<file path="src/rtl/uart_rx.sv">
// rtl/uart_rx.sv - 8N1 UART receiver: synchronised input, midpoint sampling, framing-error flag
module uart_rx #(
  parameter int CLK_FREQ  = 50_000_000,
  parameter int BAUD_RATE = 115_200
) (
  input  logic       clk,
  input  logic       rst_n,
  input  logic       rx_serial,
  output logic [7:0] rx_data,
  output logic       rx_valid,
  output logic       rx_frame_err,
  output logic       rx_busy
);

  localparam int CLKS_PER_BIT = CLK_FREQ / BAUD_RATE;
  localparam int HALF         = CLKS_PER_BIT / 2;
  localparam int CNT_W        = (CLKS_PER_BIT > 2) ? $clog2(CLKS_PER_BIT) : 2;

  localparam logic [CNT_W-1:0] CNT_HALF = CNT_W'(HALF - 1);
  localparam logic [CNT_W-1:0] CNT_BIT  = CNT_W'(CLKS_PER_BIT - 1);

  if (CLKS_PER_BIT < 4) begin : g_bad_rate
    $fatal(1, "uart_rx: CLKS_PER_BIT must be at least 4");
  end

  typedef enum logic [2:0] {
    IDLE      = 3'd0,
    START     = 3'd1,
    DATA      = 3'd2,
    STOP      = 3'd3,
    WAIT_HIGH = 3'd4
  } state_t;

  state_t           state, state_n;
  logic [CNT_W-1:0] cnt, cnt_n;
  logic [2:0]       bit_idx, bit_idx_n;
  logic [7:0]       shift, shift_n;
  logic [7:0]       data_n;
  logic             valid_n, ferr_n;
  logic             sync_1, rx_sync;

  // Two-flop synchroniser; idles high so reset does not look like a start bit.
  always_ff @(posedge clk or negedge rst_n) begin
    if (!rst_n) begin
      sync_1  <= 1'b1;
      rx_sync <= 1'b1;
    end else begin
      sync_1  <= rx_serial;
      rx_sync <= sync_1;
    end
  end

  always_ff @(posedge clk or negedge rst_n) begin
    if (!rst_n) begin
      state        <= IDLE;
      cnt          <= '0;
      bit_idx      <= '0;
      shift        <= '0;
      rx_data      <= 8'h00;
      rx_valid     <= 1'b0;
      rx_frame_err <= 1'b0;
      rx_busy      <= 1'b0;
    end else begin
      state        <= state_n;
      cnt          <= cnt_n;
      bit_idx      <= bit_idx_n;
      shift        <= shift_n;
      rx_data      <= data_n;
      rx_valid     <= valid_n;
      rx_frame_err <= ferr_n;
      rx_busy      <= (state_n != IDLE);
    end
  end

  always_comb begin
    state_n   = state;
    cnt_n     = cnt;
    bit_idx_n = bit_idx;
    shift_n   = shift;
    data_n    = rx_data;
    valid_n   = 1'b0;
    ferr_n    = 1'b0;
    case (state)
      IDLE: begin
        if (!rx_sync) begin
          state_n = START;
          cnt_n   = '0;
        end
      end
      START: begin
        if (cnt == CNT_HALF) begin
          cnt_n = '0;
          if (!rx_sync) begin
            state_n   = DATA;
            bit_idx_n = '0;
          end else begin
            state_n = IDLE;
          end
        end else begin
          cnt_n = cnt + 1'b1;
        end
      end
      DATA: begin
        if (cnt == CNT_BIT) begin
          shift_n   = {rx_sync, shift[7:1]};
          cnt_n     = '0;
          bit_idx_n = bit_idx + 1'b1;
          if (bit_idx == 3'd7) state_n = STOP;
        end else begin
          cnt_n = cnt + 1'b1;
        end
      end
      STOP: begin
        // Leaving at mid stop bit lets a back-to-back start bit be caught.
        if (cnt == CNT_BIT) begin
          cnt_n = '0;
          if (rx_sync) begin
            data_n  = shift;
            valid_n = 1'b1;
            state_n = IDLE;
          end else begin
            ferr_n  = 1'b1;
            state_n = WAIT_HIGH;
          end
        end else begin
          cnt_n = cnt + 1'b1;
        end
      end
      WAIT_HIGH: begin
        if (rx_sync) state_n = IDLE;
      end
      default: state_n = IDLE;
    endcase
  end

endmodule
</file>
<file path="config.mk">
export PLATFORM = sky130hd
export DESIGN_NAME = uart_rx
export DESIGN_NICKNAME = d
export VERILOG_FILES = /design/src/rtl/uart_rx.sv
export SDC_FILE = /design/constraint.sdc
export NUM_CORES = 1
export LEC_CHECK = 0
export CORE_MARGIN = 3
export CORE_UTILIZATION = 25
export DETAILED_ROUTE_END_ITERATION = 7
export HOLD_SLACK_MARGIN = 0.12
export PLACE_DENSITY = 0.53
export SLEW_MARGIN = 20
export SYNTH_ARGS = -nofsm -noshare
export SYNTH_HDL_FRONTEND = slang
export SYNTH_SLANG_ARGS = --single-unit
</file>
<file path="constraint.sdc">
create_clock -name clk -period 1.8 [get_ports clk]
set_input_delay 0.27 -clock clk [delete_from_list [all_inputs] [get_ports clk]]
set_output_delay 0.27 -clock clk [all_outputs]
set_load 0.02 [all_outputs]
</file>
==> metrics.yaml, run 1 <==
leakage_nw: 1.099
cts_root_buf: "clkbuf_8"
relSlewSlack: 0.6985
swShare: 0.2201
initial_core_util: 0.2663
cts_buffer_depth: 2
hold_class: "flop to flop"
p_int_mw: 1.135
drv_slew: 0
nNetsFinal: 199
ys_seq_area_frac: 0.5194
synth.avg_cell_area_um2: 11.83
worstHoldPathCells: 0
synth_area_um2: 1739
r2r-end: "rx_data[0]"
synth_top_cell_by_area: "dfrtp_1"
cts_sinks: 36
final_core_util: 0.3540
grt_antenna_before_repair: 0
drv_cap: 0
place_hpwl_mm: 2.728
rsz0062_at_grt: "yes"
insertion_delay_ps: 290
status: "completed"
clkPwrFrac: 0.420
dp_slack_ps: -46.26
synthArstFlopShare: 1.000
comb_power_share: 0.022
via_per_inst: 4.710
port-buffer-count: 13
die-area_um2: 7993
vias: 1267
syn-num-nets: 155
cp.required_ps: 1970
fin_ws_ps: 19.43
clkTransAtPathRegs_ps: 80
design_area_um2: 2312
ys_top_cells_by_area: "dfrtp_1 49%, mux2_4 6.9%, mux2_2 5.2%, ha_1 3.6%, dfstp_2 3.0%"
ys.flop_type: "dfrtp_1"
synth_seq_cells: 36
fillerInstances: 652
worstSetupStartpointType: "flop"
gp_congestion: 0.8310
p_sw_uw: 320.3
rrSetupSlack_ps: 20
ys_warn_count: 0
min_period_ps: 1781
areaGrowthSynthToFinish_pct: 32.95
timing.rr.start: "cnt[1]"
grt_pass1_wl_mm: 6.272
ff2ff_path_depth: 6
routedWlPerCell_um: 13.58
cts_buffers: 5
crit_fanout: 8
die_h_um: 89.41
drt_pass1_iterations: 4
max-vdd-ir-drop_mv: 0.2140
critical_path_class: "flop to flop"
powerDensity_nw_per_um2: 629.4
worstMarginPinSlew_ps: 452.3
cts_tree: "yes"
min-delay-start: "sync_1"
num_io_pins: 14
track_usage: 0.1022
grt_pass1_vias: 1305
synth_edf_count: 0
routed_wl_mm: 3.654
synth_top_area_frac: 0.4892
min_period_over_period: 0.9892
antenna_left: 0
hold_viol: 0
skew_ps: 7.961
drc: 0
seqPwrFrac: 0.559
htreeDepth: 2
overflow: 0
fmaxAchievable_ghz: 0.5616
p_total_mw: 1.455
critPathArrivalTime_ps: 1950
end_kind: "flop"
setup-violations-final: 0
dpl_cell_area_um2: 2152
core_region_area_um2: 6531
drtIter0Drc: 48
drive_above_1_share: 0.3542
rows: 29
grt_max_degree: 20
synth_cell_types: 47
die_width_um: 89.41
hold_ws_ps: 360.8
synthCells: 147
holdPathEnd: "rx_sync"
n_antenna_cell: 0
## final cells by class
cell class | instances | area (um2) | area share
flip-flops and latches | 36 | 903.4 | 0.3907
multi-input cells | 100 | 828.3 | 0.3582
repair buffers | 43 | 369.1 | 0.1596
well taps | 77 | 96.34 | 0.04167
clock buffers | 6 | 82.58 | 0.03571
inverters | 5 | 18.77 | 0.008117
clock inverters | 2 | 13.76 | 0.005952
## layout by cell type, fill, tap and decap left out, types with 2 or more instances in the layout
cell             Yosys  layout
nand4_1              2       2
buf_4                0      27
o21ai_1              2       2
o31a_1               2       2
o22ai_1              3       3
o211ai_1             2       2
mux2_4               8       9
a21oi_1              7       7
nand2_1             13      13
mux2_2               8       7
clkdlybuf4s50_1      0      12
a2bb2oi_1            2       2
a22o_1               2       2
and4_1               3       3
nor2_1               8       8
clkbuf_8             0       6
dfstp_2              2       2
or2_2                2       2
nand2b_1             2       2
ha_1                 5       4
nand3_1              3       3
inv_1                5       4
a2111oi_0            2       2
dfrtp_1             34      34
nor3_1               2       2
## critical path: stages (launching register included)
cell and delay, ps:
dfrtp_1 390, inv_2 60, ha_1 130, and4b_1 230
nand3_2 100, or3_4 430, mux2_4 320
## per-layer routing
| metal | GRT usage | routed length (um) | vias to the layer above |
|---|---|---|---|
| li1 | - | - | 635 |
| met1 | 0.1337 | 1801 | 609 |
| met2 | 0.1581 | 1680 | 14 |
| met3 | 0.02857 | 80 | 9 |
| met4 | 0.04330 | 90 | 0 |
| met5 | 0 | 0 | - |
## stage by stage
stage / TNS (ps) / std cells
global route: -529.7 / 269
floorplan: -192.9 / 147
finish: 0 / 269
detailed placement: -305.4 / 259
global placement: -0.8421 / 259
CTS: -71.69 / 269
## cells in the mapped netlist, types with 3 or more instances
library cell   n
dfrtp_1       34
nand2_1       13
mux2_2         8
mux2_4         8
nor2_1         8
a21oi_1        7
ha_1           5
inv_1          5
clkbuf_1       4
and4_1         3
nand3_1        3
o22ai_1        3
## kinds of logic after synthesis
family	after synthesis	synth area share
AOI/OAI and AO/OA	34	0.1468
muxes	16	0.1209
and+or+nand+nor	45	0.1482
buffers and inverters	11	0.02877
DFF	36	0.5194
adders and majority gates	5	0.03597
## sequential cells by signal (all words and copies together) (netlist names)
register,count
bit_idx,3
cnt,9
rx_busy,1
rx_data,8
rx_frame_err,1
rx_sync,1
rx_valid,1
shift,8
state,3
sync_1,1
## power by group through the flow
stage	Combinational, mW	Clock (mW)	Sequential (mW)
4_1_cts	0.0333	0.632	0.813
3_5_place_dp	0.0315	0	0.829
6_report	0.0313	0.611	0.813
2_1_floorplan	0.00376	0	0.829
5_1_grt	0.0364	0.676	0.813
3_3_place_gp	0.0314	0	0.829
## worst max path at each step
stage,from,slack [ps],endpoint
4_1_cts,cnt[1],-10,rx_data[5]
2_1_floorplan,cnt[1],-20,rx_data[0]
3_3_place_gp,cnt[1],-0.8,bit_idx[0]
6_report,cnt[1],20,rx_data[0]
3_5_place_dp,cnt[1],-50,rx_data[5]
5_1_grt,cnt[1],-50,rx_data[2]
## repair_timing
item                                    4_1_cts  5_1_grt
gates resized for setup                       2        7
buffers inserted                              1        1
pin swaps                                     1        2
endpoints found under the setup margin        9       20
hold buffers                                  1        0
endpoints found under the hold margin        18        0
Power figures use the tool's default switching activity.
==> inputs of run 2 (changes only) <==
- SKIP_CTS_REPAIR_TIMING: default -> 1
==> run 2 against run 1 <==
- hold slack about the same
- non-clock buffer count unchanged
- largest power group unchanged
- via count up 0.55%
- die area unchanged
- clock skew about the same
- clock power is essentially flat
- wire length is 1.0% lower
- highest routed layer unchanged
- fmax is 0.98% lower
- sequential power about the same
- count of clock-buffer cells in the layout unchanged
- global-route usage about the same
- design area rose by 0.32%
- critical endpoint unchanged
==> metrics.yaml, run 2 (synthesis results as in run 1) <==
powerDensity_nw_per_um2: 626.8  # -0.42%
clkTransAtPathRegs_ps: 80  # about the same
hold_ws_ps: 360.4  # -0.3420 ps
dpl_cell_area_um2: 2152  # unchanged
status: "completed"
busiest_layer: "met2"
cts_buffers: 5  # unchanged
min_period_ps: 1798  # +17.66 ps
hold_class: "flop to flop"
routed_wl_mm: 3.616  # -1.0%
path_buf_inv: 2  # +1
max-vdd-ir-drop_mv: 0.2139  # about the same
routedWlPerCell_um: 13.44  # -1.0%
drive_above_1_share: 0.3542  # unchanged
drtIter0Drc: 44  # -8.3%
track_usage: 0.1018  # -0.0003820
cts_sinks: 36  # unchanged
grt_max_degree: 20  # unchanged
worstMarginPinSlew_ps: 455.5  # +3.291 ps
setup-violations-final: 0  # unchanged
drv_slew: 0  # unchanged
fin_tns_setup_ps: 0  # unchanged
n_antenna_cell: 0  # unchanged
nNetsFinal: 199  # unchanged
largest_reg_flops: 9  # unchanged
relSlewSlack: 0.6963  # -0.002194
critPathArrivalTime_ps: 1970  # +20 ps
critical_path_class: "flop to flop"
via_per_inst: 4.736  # +0.55%
met1_usage: 0.1326  # -0.001133
die_width_um: 89.41  # unchanged
top_register: "cnt"
design_area_um2: 2320  # +0.32%
areaGrowthSynthToFinish_pct: 33.38
timing.rr.start: "cnt[1]"
cts_buffer_depth: 2  # unchanged
antenna_left: 0  # unchanged
path_cells: "inv_2 > ha_4 > and4b_1 > nand3_2 > or3_1 > buf_6 > mux2_4"
cpMaxStageDelayCell: "dfrtp_1"
cp.required_ps: 1970  # about the same
critPathTopFamily: "simple AND/OR/NAND/NOR gates"
setup.worst_path.start: "cnt[1]"
fmaxAchievable_ghz: 0.5561  # -0.98%
place_hpwl_mm: 2.728  # unchanged
final_core_util: 0.3552  # +0.001149
cts_root_buf: "clkbuf_8"
hold_viol: 0  # unchanged
core_region_area_um2: 6531  # unchanged
rsz0062_at_grt: "yes"
fillerInstances: 653  # +0.15%
worstSetupStartpointType: "flop"
final_cell_mix: "34 x dfrtp_1, 27 x buf_4, 13 x nand2_1"
overflow: 0  # unchanged
leakage_nw: 1.097  # -0.13%
port-buffer-count: 13  # unchanged
cts_tree: "yes"
grt_pass1_vias: 1296  # -0.69%
insertion_delay_ps: 290  # about the same
rows: 29  # unchanged
die-area_um2: 7993  # unchanged
min-delay-start: "sync_1"
final_common_cell: "dfrtp_1"
end_kind: "flop"
skew_ps: 7.790  # -0.1708 ps
reg_top3: "cnt x9, rx_data x8, shift x8"
drv_cap: 0  # unchanged
crit_fanout: 8  # unchanged
grt_pass1_wl_mm: 6.251  # -0.33%
drc: 0  # unchanged
critPathMaxStageDelay_ps: 390  # -40 ps
grt_use_met2: 0.1581  # unchanged
drt_pass1_iterations: 4  # unchanged
num_io_pins: 14  # unchanged
die_h_um: 89.41  # unchanged
vias: 1274  # +0.55%
initial_core_util: 0.2663  # unchanged
grtUsageMet3: 0.02857  # unchanged
min_period_over_period: 0.9990  # +0.009811
htreeDepth: 2  # unchanged
grt_antenna_before_repair: 0  # unchanged
gp_congestion: 0.8310  # unchanged
[run 2: final cells by class]
class	count	area [um2]	share of cell area
sequential	36	903.4	0.3894
inverter	5	18.77	0.008091
clock buffer	6	82.58	0.03560
clock inverter	2	13.76	0.005933
timing repair buffer	43	369.1	0.1591
tap	77	96.34	0.04153
multi-input combinational	100	835.8	0.3603
[run 2: stage by stage]
step | std cells | power, mW | worst slack, ps
6_report | 269 | 1.454 | 1.768
3_3_place_gp | 259 | 0.8603 | -0.8421
3_5_place_dp | 259 | 0.8605 | -46.26
4_1_cts | 267 | 1.476 | -56.54
2_1_floorplan | 147 | 0.8324 | -24.12
5_1_grt | 269 | 1.526 | -83.12
[run 2: metal layers]
metal / part of all wire / wire length [um] / vias to the layer above
met1: 0.49 / 1764 / 617
met2: 0.46 / 1679 / 14
li1: - / - / 635
met3: 0.023 / 82 / 8
met4: 0.025 / 91 / 0
met5: 0 / 0 / -
[run 2: report_power, final]
part	total (mW)	internal, mW	switching [mW]
combinational	0.0311	0.0101	0.0210
sequential	0.813	0.812	0.000927
clock	0.610	0.313	0.297
[run 2: path summary, 6_finish.rpt]
check | end | slack (ps) | cells past startpoint
max in group asynchronous | sync_1 | 810 | 3
min reg2reg | rx_sync | 360 | 0
min | rx_sync | 360 | 0
max reg2reg | rx_data[0] | 2 | 7
max | rx_data[0] | 2 | 7
min in group asynchronous | state[1] | 460 | 2
[run 2: worst register-to-register path, stage by stage (launching register included)]
cell and delay [ps]:
dfrtp_1 390, inv_2 80, ha_4 110, and4b_1 230, nand3_2 100, or3_1 330, buf_6 160, mux2_4 300
==> inputs of run 3 (changes only) <==
- CTS_CLUSTER_DIAMETER: default -> 30
==> results of run 3 <==
No change in the layout: final DEF, timing and power equal those of run 2.
